`src/rtl/image_rotation.sv`:
```
// APB-programmed AHB DMA engine that rotates an 8-bpp row-major image by 0/90/180/270 degrees.
// Each destination pixel costs one word read at the source and one byte write at the destination.
module image_rotation (
    input  logic        I_HCLK,
    input  logic        I_HRESET,
    input  logic [31:0] I_REG_PADDR,
    input  logic [31:0] I_REG_PWDATA,
    input  logic        I_REG_PSEL,
    input  logic        I_REG_PENABLE,
    input  logic        I_REG_PWRITE,
    output logic [31:0] O_REG_PRDATA,
    input  logic [31:0] I_DMA_HRDATA,
    input  logic        I_DMA_HGRANT,
    input  logic        I_DMA_HREADY,
    output logic [31:0] O_DMA_HADDR,
    output logic [31:0] O_DMA_HWDATA,
    output logic [1:0]  O_DMA_HTRANS,
    output logic [2:0]  O_DMA_HSIZE,
    output logic [2:0]  O_DMA_HBURST,
    output logic        O_DMA_HBUSREQ,
    output logic        O_DMA_HWRITE,
    output logic        O_INTR_DONE
);
    typedef enum logic [2:0] {S_IDLE, S_REQ, S_RA, S_RD, S_WA, S_WD, S_DONE} state_t;
    state_t state;

    logic [31:0] src, dst, hgt, wid;
    logic [1:0]  mode;
    logic        dir, intr_mask, done;
    logic [7:0]  bef_mask, aft_mask;

    logic [31:0] j_src, j_dst;
    logic [15:0] j_h, j_w, j_nh, j_nw, row, col, sr, sc;
    logic [1:0]  j_rot, rot;
    logic [7:0]  j_mask, pix, lane_byte;
    logic        last;
    logic [31:0] sa, da;
    logic [15:0] nh, nw;

    logic [7:0]  addr;
    logic        apb_wr, wr_start, wr_soft, wr_clr;
    logic        addr_unused;

    assign addr        = I_REG_PADDR[7:0];
    assign addr_unused = ^I_REG_PADDR[31:8];
    assign apb_wr      = I_REG_PSEL & I_REG_PENABLE & I_REG_PWRITE;
    assign wr_start    = apb_wr && (addr == 8'h20) && I_REG_PWDATA[0];
    assign wr_soft     = apb_wr && (addr == 8'h24) && I_REG_PWDATA[0];
    assign wr_clr      = apb_wr && (addr == 8'h34) && I_REG_PWDATA[0];

    // Counter-clockwise by MODE is clockwise by (4-MODE) mod 4.
    assign rot = dir ? mode : 2'd0 - mode;
    assign nh  = rot[0] ? wid[15:0] : hgt[15:0];
    assign nw  = rot[0] ? hgt[15:0] : wid[15:0];

    assign O_DMA_HBURST = 3'b000;
    assign O_INTR_DONE  = done & ~intr_mask;

    always_comb begin
        O_REG_PRDATA = '0;
        if (I_REG_PSEL && !I_REG_PWRITE) begin
            case (addr)
                8'h00: O_REG_PRDATA = src;
                8'h04: O_REG_PRDATA = dst;
                8'h08: O_REG_PRDATA = hgt;
                8'h0C: O_REG_PRDATA = wid;
                8'h10: O_REG_PRDATA = {16'h0, nh};
                8'h14: O_REG_PRDATA = {16'h0, nw};
                8'h18: O_REG_PRDATA = {30'h0, mode};
                8'h1C: O_REG_PRDATA = {31'h0, dir};
                8'h20: O_REG_PRDATA = {31'h0, state != S_IDLE};
                8'h28: O_REG_PRDATA = {31'h0, intr_mask};
                8'h2C: O_REG_PRDATA = {24'h0, bef_mask};
                8'h30: O_REG_PRDATA = {24'h0, aft_mask};
                8'h34: O_REG_PRDATA = {31'h0, done};
                default: O_REG_PRDATA = '0;
            endcase
        end
    end

    // Source coordinate of the destination pixel currently addressed by (row, col).
    always_comb begin
        case (j_rot)
            2'd0: begin sr = row;                    sc = col;                    end
            2'd1: begin sr = j_h - 16'd1 - col;      sc = row;                    end
            2'd2: begin sr = j_h - 16'd1 - row;      sc = j_w - 16'd1 - col;      end
            default: begin sr = col;                 sc = j_w - 16'd1 - row;      end
        endcase
        sa = j_src + ({16'h0, sr} * {16'h0, j_w}) + {16'h0, sc};
        da = j_dst + ({16'h0, row} * {16'h0, j_nw}) + {16'h0, col};
        lane_byte = I_DMA_HRDATA[{sa[1:0], 3'b000} +: 8];
    end

    always_ff @(posedge I_HCLK or posedge I_HRESET) begin
        if (I_HRESET) begin
            src       <= '0;
            dst       <= '0;
            hgt       <= '0;
            wid       <= '0;
            mode      <= '0;
            dir       <= 1'b0;
            intr_mask <= 1'b0;
            bef_mask  <= '1;
            aft_mask  <= '1;
        end else if (apb_wr) begin
            case (addr)
                8'h00: src       <= I_REG_PWDATA;
                8'h04: dst       <= I_REG_PWDATA;
                8'h08: hgt       <= I_REG_PWDATA;
                8'h0C: wid       <= I_REG_PWDATA;
                8'h18: mode      <= I_REG_PWDATA[1:0];
                8'h1C: dir       <= I_REG_PWDATA[0];
                8'h28: intr_mask <= I_REG_PWDATA[0];
                8'h2C: bef_mask  <= I_REG_PWDATA[7:0];
                8'h30: aft_mask  <= I_REG_PWDATA[7:0];
                default: ;
            endcase
        end
    end

    always_ff @(posedge I_HCLK or posedge I_HRESET) begin
        if (I_HRESET) begin
            state         <= S_IDLE;
            done          <= 1'b0;
            O_DMA_HADDR   <= '0;
            O_DMA_HWDATA  <= '0;
            O_DMA_HTRANS  <= '0;
            O_DMA_HSIZE   <= '0;
            O_DMA_HBUSREQ <= 1'b0;
            O_DMA_HWRITE  <= 1'b0;
            j_src  <= '0;
            j_dst  <= '0;
            j_h    <= '0;
            j_w    <= '0;
            j_nh   <= '0;
            j_nw   <= '0;
            j_rot  <= '0;
            j_mask <= '0;
            row    <= '0;
            col    <= '0;
            last   <= 1'b0;
            pix    <= '0;
        end else begin
            // A clear is overridden by the DONE-state set further down.
            if (wr_clr)
                done <= 1'b0;
            if (wr_soft) begin
                state         <= S_IDLE;
                O_DMA_HBUSREQ <= 1'b0;
                O_DMA_HTRANS  <= 2'b00;
                done          <= 1'b0;
            end else begin
                case (state)
                    S_IDLE: if (wr_start) begin
                        j_src  <= src;
                        j_dst  <= dst;
                        j_h    <= hgt[15:0];
                        j_w    <= wid[15:0];
                        j_nh   <= nh;
                        j_nw   <= nw;
                        j_rot  <= rot;
                        j_mask <= bef_mask & aft_mask;
                        row    <= '0;
                        col    <= '0;
                        if (hgt[15:0] == 16'h0 || wid[15:0] == 16'h0) begin
                            state <= S_DONE;
                        end else begin
                            state         <= S_REQ;
                            O_DMA_HBUSREQ <= 1'b1;
                        end
                    end
                    S_REQ: if (I_DMA_HGRANT && I_DMA_HREADY) begin
                        state        <= S_RA;
                        O_DMA_HTRANS <= 2'b10;
                        O_DMA_HADDR  <= {sa[31:2], 2'b00};
                        O_DMA_HSIZE  <= 3'd2;
                        O_DMA_HWRITE <= 1'b0;
                    end
                    S_RA: begin
                        if (!I_DMA_HGRANT) begin
                            state        <= S_REQ;
                            O_DMA_HTRANS <= 2'b00;
                        end else if (I_DMA_HREADY) begin
                            state        <= S_RD;
                            O_DMA_HTRANS <= 2'b00;
                        end
                    end
                    S_RD: if (I_DMA_HREADY) begin
                        pix          <= lane_byte & j_mask;
                        state        <= S_WA;
                        O_DMA_HTRANS <= 2'b10;
                        O_DMA_HADDR  <= da;
                        O_DMA_HSIZE  <= 3'd0;
                        O_DMA_HWRITE <= 1'b1;
                    end
                    // Counters advance here so sa already points at the next pixel in WD.
                    S_WA: if (I_DMA_HREADY) begin
                        state        <= S_WD;
                        O_DMA_HTRANS <= 2'b00;
                        O_DMA_HWDATA <= {4{pix}};
                        last         <= (row == j_nh - 16'd1) && (col == j_nw - 16'd1);
                        if (col == j_nw - 16'd1) begin
                            col <= '0;
                            row <= row + 16'd1;
                        end else begin
                            col <= col + 16'd1;
                        end
                    end
                    S_WD: if (I_DMA_HREADY) begin
                        if (last) begin
                            state         <= S_DONE;
                            O_DMA_HBUSREQ <= 1'b0;
                        end else begin
                            state        <= S_RA;
                            O_DMA_HTRANS <= 2'b10;
                            O_DMA_HADDR  <= {sa[31:2], 2'b00};
                            O_DMA_HSIZE  <= 3'd2;
                            O_DMA_HWRITE <= 1'b0;
                        end
                    end
                    S_DONE: begin
                        done          <= 1'b1;
                        O_DMA_HBUSREQ <= 1'b0;
                        state         <= S_IDLE;
                    end
                    default: state <= S_IDLE;
                endcase
            end
        end
    end
endmodule

```
`config.mk`:
```
export PLATFORM = sky130hd
export DESIGN_NAME = image_rotation
export DESIGN_NICKNAME = d
export VERILOG_FILES = /design/src/rtl/image_rotation.sv
export SDC_FILE = /design/constraint.sdc
export NUM_CORES = 2
export LEC_CHECK = 0
export BUFFER_PORTS_ARGS = -buffer_cell sky130_fd_sc_hd__clkbuf_2
export CAP_MARGIN = 40
export CORE_UTILIZATION = 55
export DETAILED_ROUTE_END_ITERATION = 6
export GPL_TIMING_DRIVEN = 0
export PLACE_DENSITY = 0.73
export SYNTH_ARGS = -nofsm -noshare
export SYNTH_HDL_FRONTEND = slang
export SYNTH_SLANG_ARGS = --single-unit
```
`constraint.sdc`:
```
create_clock -name I_HCLK -period 17.25 [get_ports I_HCLK]
set_clock_uncertainty 0.05 [all_clocks]
set_input_delay 3.45 -clock I_HCLK [delete_from_list [all_inputs] [get_ports I_HCLK]]
set_output_delay 3.45 -clock I_HCLK [all_outputs]
set_load 0.05 [all_outputs]
```
## Word-level counts from Yosys, hierarchy flattened

Cells that the tools add are included.

| operators by class | value |
|---|---|
| eq/ne operators | 39 |
| bitwise gates (word level) | 7 |
| mux-type cells | 56 |
| add/subtract/negate cells | 15 |
| reductions and logical operators | 40 |
| shift operators | 1 |
| multiply operators | 2 |

Operators with widths:

| cell | number |
|---|---|
| case mux 32 bit (13 select lines) | 1 |
| 2-to-1 mux 32 bit | 5 |
| 2-to-1 mux 16 bit | 7 |
| case mux 16 bit (3 select lines) | 2 |
| case mux 32 bit (3 select lines) | 1 |
| adder 32 x 16 -> 32 bit | 2 |
| adder 32 bit | 2 |
| multiplier 16 x 16 -> 32 bit | 2 |
| case mux 16 bit (2 select lines) | 2 |
| subtractor 16 x 1 -> 16 bit (second input constant) | 4 |
| subtractor 16 bit | 4 |
| == test 8 x 6 -> 1 bit (second input constant) | 6 |
| 2-to-1 mux 3 bit | 13 |
| adder 16 x 1 -> 16 bit (second input constant) | 2 |
| == test 16 bit | 2 |
| == test 8 x 5 -> 1 bit (second input constant) | 4 |
| zero test 16 bit | 2 |
| variable part select 32 x 6 -> 8 bit | 1 |
| != test 3 bit (second input constant) | 8 |
| case mux 3 bit (6 select lines) | 1 |
| AND reduction 2 bit | 9 |
| bitwise AND 8 bit | 2 |
| == test 8 x 4 -> 1 bit (second input constant) | 2 |
| 2-to-1 mux 2 bit | 8 |
| other kinds (29) | 68 |

| storage, ports and cells | value |
|---|---|
| register bits | 402 |
| input bits | 103 |

## Logic depth before layout (Yosys ltp)

| logic depth | value |
|---|---|
| word-level depth | 9 |
| depth in mapped cells | 42 |

## Worst setup path after synthesis

OpenSTA, ideal clock, no wires.

| timing | value |
|---|---|
| path kind | reg2reg |
| start | register j_rot[0] |
| end | register O_DMA_HADDR[30] |
| arrival | 9416 ps |
| slack | 7650 ps |
| required time | 17066 ps |
| buffers on the path | 3 |
| cell stages (with the launch flop) | 38 |
| cell sequence | dfrtp_1 -> inv_1 -> ha_1 -> clkbuf_1 -> buf_1 -> mux2i_1 -> ha_1 -> nor2b_1 -> o21ai_0 -> a21boi_0 -> o21ai_0 -> a21oi_1 -> a21o_1 -> a31oi_1 -> mux2_2 -> a211oi_1 -> clkbuf_1 -> nand2_1 -> [2 not listed] -> fa_1 -> fa_1 -> inv_1 -> fa_1 -> fa_1 -> inv_1 -> fa_1 -> ha_1 -> a211oi_1 -> o211ai_1 -> and3_1 -> a211oi_1 -> o2bb2ai_1 -> nor3_1 -> o22a_1 -> a221oi_1 -> xor2_1 -> o211ai_1 |

| between the ends | value |
|---|---|
| word-level cells in the longest chain between the ends | 8 |

Ends and longest elaborated chain:

| what | RTL line | source |
|---|---|---|
| from (decl) | 34 | `logic [1:0] j_rot, rot;` |
| from (signal assigned) | 161 | `j_rot <= rot;` |
| == test 2 bit, or another cell as far along | 83 | `case (j_rot)` |
| case mux 16 bit (3 select lines) | 83 |  |
| multiplier 16 x 16 -> 32 bit | 89 | `sa = j_src + ({16'h0, sr} * {16'h0, j_w}) + {16'h0, sc};` |
| adder 32 bit | 89 |  |
| adder 32 x 16 -> 32 bit * | 89 |  |
| 2-to-1 mux 32 bit | 210 | `if (last) begin` |
| 2-to-1 mux 32 bit | 209 | `S_WD: if (I_DMA_HREADY) begin` |
| case mux 32 bit (3 select lines) * | 153 | `case (state)` |
| to (signal assigned) | 175 | `O_DMA_HADDR <= {sa[31:2], 2'b00};` |
| to (signal assigned) | 216 | `O_DMA_HADDR <= {sa[31:2], 2'b00};` |
| to (decl) | 15 | `output logic [31:0] O_DMA_HADDR,` |

Every way passes the cells marked *; elsewhere a longest branch is shown, timed or not. The select of a mux whose other input is x is not followed.
A chain may end at the register's enable or synchronous reset.

## Worst setup path after layout

| timing | value |
|---|---|
| start | register j_rot[0] |
| end | register O_DMA_HADDR[31] |

Same word-level chain as after synthesis.

==> metrics list <==
- Outcome: finished, final reports clean
* Most used standard cell by instance count after synthesis: nand2_1
- The final critical path takes up 73.4% of the cycle.
* Total congestion overflow: 0
* Pre-CTS WS: 4.72 ns
- STA classifies the critical path startpoint as a flop.
- The final number of max-transition violations is 0.
- Once detail routing completed, the nets flagged for antenna violations numbered 0.
- Via/cell ratio: 5.83
- Cells after Synth: 4381
- 210 I/O pins were placed.
- Buffers inserted to repair hold after CTS numbered 0.
- Cell with the most instances on the worst path: fa_1
- Area share of the leading cell type in the synthesized netlist: 24.4%
- Detailed-placement wirelength estimate: 108 mm
* Starting Density: 55.7%
* Average detailed-routed wire length per instance: 23.8 µm
- The most used flip-flop cell after synthesis is dfrtp_1.
- Pin count of the biggest net entering global routing: 122
* Worst setup path startpoint: j_rot[0]$_DFFE_PP0P_
- Of the cells placed in the final design, the portion with a size suffix greater than 1 is 11.0%.
* Total via count in the routed design: 32700
- Synthesis inferred 376 register bits.
- Clock transition at the registers of the reported paths: 0.06 ns
- Area of the core region: 0.0715 mm²
* Initial antenna violation count: 3
- The floorplan has 98 rows.
- DRT Pass-1 Iters: 6
- Post-synthesis to final-layout area growth: 9.63%
- Final count of hold timing violations: 0
* IR Drop Worst-Case VDD: 0.134 mV
- The netlist uses 80 different library cells.
- Summed instance area of the synthesized netlist: 0.0398 mm²
- Yosys printed 0 warnings.
* Final critical path time including I/O delays and setup: 12.66 ns
- Input/output buffers: 179
- The commonest cells after synthesis are nand2_1 (712), inv_1 (680), fa_1 (484), dfrtp_1 (360), ha_1 (234).
- On the worst path, the slowest cell contributes a delay of 0.70 ns.
- Filler Cell Count: 6215
- Hold depth: 2
- EDFF count, synth: 0
- RSZ-0062 raised after global routing: false
- After synthesis, the cell types taking the most area are fa_1 (24%), dfrtp_1 (23%), ha_1 (7.4%).
- Vias in the first global route: 33200
- Total die area: 0.0734 mm²
- Type of the worst setup path: reg2reg
* Clock tree from TritonCTS: done
- In this run the worst hold path is classified as reg2reg.
* Final wirelength: 134 mm
- Clk_lat worst skew: 0.61 ns
- The first global-routing pass estimated 204 mm of wire.
- Library cell used as clock root buffer: clkbuf_16
- The worst pin sits at a relative slew slack of 32.4%.
- Post-Syn Area per Cell: 9.08 µm²
- The tool flagged a number of max-cap violations equal to 0.
- Summed over all instances, the cell type with the most area after synthesis is fa_1.
- The finished layout holds 5618 standard cells, fillers aside.
- Y dimension of the die: 271 µm
- Along the worst path, the maximum fanout reaches 10.
* PostCTS Resize Cnt: 0
- Timing would allow up to 79.0 MHz.
- Number of CTS-inserted buffers: 43
- For this run, the post-layout net count is 5453.
* Critical path's slowest cell: buf_1
- Fraction of registers with async set/reset: 100%
- Critical path arrival: 13.06 ns
* Power density normalized to cell area: 71.7 mW/mm²
* Die Span X: 271 µm
* Post-Route Setup TNS: 0 ns
- Iteration-0 DRC Markers: 2959
- Placed Instances: 5536
- Buffers added to address setup during post-CTS repair amount to 0.
- The worst setup path is captured at a flop.
* Placer congestion estimate: 1.01
* CTS max path bufs: 3
- For this run, the register share of the synthesized area comes to 23.7%.
- # clock sinks: 376
- The worst hold path begins at O_DMA_HADDR[0]$_DFFE_PP0P_.
- Overall track demand over capacity in global routing: 37.1%
- For the worst flop-to-flop path, the logic depth is 38.
* Reg-to-reg critical path startpoint: j_rot[0]$_DFFE_PP0P_
- Setup slack closes at 4.59 ns.
* Total DRC errors in the routed layout: 0
- Setup violations remaining at the end of the flow were counted as 0.
* Leakage power of the design: 0.0214 µW
- STA puts the critical path data required time at 17.64 ns.
* Worst-Margin Slew: 1.01 ns
* CTS H-tree lvls: 2
## through the flow
stage | hold WS [ns] | cell area (µm²) | total power [µW] | utilization (%)
finish | 0.419 | 43600 | 3130 | 61.0
global route | 0.432 | 43600 | 3300 | 61.0
CTS | 0.422 | 43600 | 3120 | 61.0
detailed placement | 0.410 | 42200 | 2180 | 59.0
global placement | 0.402 | 41900 | 2150 | 58.6
floorplan | 0.396 | 39800 | 1800 | -
## logic make-up (layout without fill, tap and decap cells)
group                    count (synthesis)  count (layout)  share of synthesized area, %
flip-flops                             376             376                          23.7
multiplexers                           234             234                          6.65
AO/OA/AOI/OAI                          604             604                          9.47
other                                    1               6                       0.00942
AND/OR/NAND/NOR                       1320            1320                          15.4
XOR/XNOR                               164             164                          3.61
adder cells (fa/ha/maj)                718             718                          31.7
buffers and inverters                  964            1246                          9.41
## flip-flops by register name, indices dropped and copies added (netlist names), 2 cells and up
name,count
O_DMA_HADDR,32
O_DMA_HTRANS,2
O_DMA_HWDATA,8
aft_mask,8
bef_mask,8
col,16
dst,32
hgt,32
j_dst,32
j_h,16
j_mask,8
j_nh,16
j_nw,16
j_rot,2
j_src,32
j_w,16
mode,2
pix,8
row,16
src,32
state,3
wid,32
## cell type report
type / count / area [µm²] / share of cell area [%]
multi-input combinational: 3045 / 26600 / 61.1
sequential: 376 / 9430 / 21.6
inverter: 681 / 2560 / 5.88
clock buffer: 61 / 1220 / 2.81
buffer: 283 / 1190 / 2.73
tap: 950 / 1190 / 2.72
timing repair buffer: 202 / 1160 / 2.66
clock inverter: 19 / 223 / 0.511
antenna: 1 / 2.50 / 0.00574
## cell usage in the layout, fill, tap and decap left out, drive strengths merged, types with 7 or more instances in the layout
cell,instances
nand2,713
inv,683
fa,484
clkbuf,461
dfrtp,360
ha,234
and2,215
o21ai,198
mux2,162
a21oi,153
nor2,149
xnor2,107
buf,84
mux2i,64
xor2,57
nor3,46
a221oi,45
a22oi,43
a21o,42
nand3,38
nor4,28
and3,24
a31oi,21
or3,19
nor2b,17
dfstp,16
nand2b,14
a211oi,13
nand4,13
clkinv,12
o21a,9
o211ai,8
o21bai,8
or2,8
mux4,8
and4,7
o22ai,7
nand3b,7
or4,7
## report_power, final
group          leakage (µW)  total (µW)  switching [µW]  internal, µW
Sequential          0.00490         967            41.0           926
Combinational        0.0158        1210             801           414
Clock              0.000703         947             413           534
## path summary, 6_finish.rpt
path | slack [ns] | end
max | 4.59 | O_DMA_HADDR[31]$_DFFE_PP0P_
min | 0.42 | O_DMA_HADDR[0]$_DFFE_PP0P_
max reg2reg | 4.59 | O_DMA_HADDR[31]$_DFFE_PP0P_
min reg2reg | 0.42 | O_DMA_HADDR[0]$_DFFE_PP0P_
max in group asynchronous | 12.97 | j_src[26]$_DFFE_PP0P_
min in group asynchronous | 2.84 | O_DMA_HWDATA[29]$_DFFE_PP0P_
## metal layers
metal | up-vias | track usage, % | wire length [µm]
met1 | 16300 | 49.5 | 53300
met4 | 0 | 21.0 | 8870
met5 | - | 0 | 0
met2 | 1691 | 55.2 | 57500
met3 | 310 | 9.31 | 13900
li1 | 14500 | - | -
## worst max-delay path, delay by kind of cell (launching register included)
kind | cells | cell delay (ns)
flip-flops | 1 | 0.40
AO/OA/AOI/OAI | 14 | 4.34
adder cells (fa/ha/maj) | 9 | 3.78
buffers and inverters | 8 | 2.10
XOR/XNOR | 1 | 0.33
AND/OR/NAND/NOR | 4 | 0.71
multiplexers | 2 | 0.77
(Power assumes the default switching activity.)
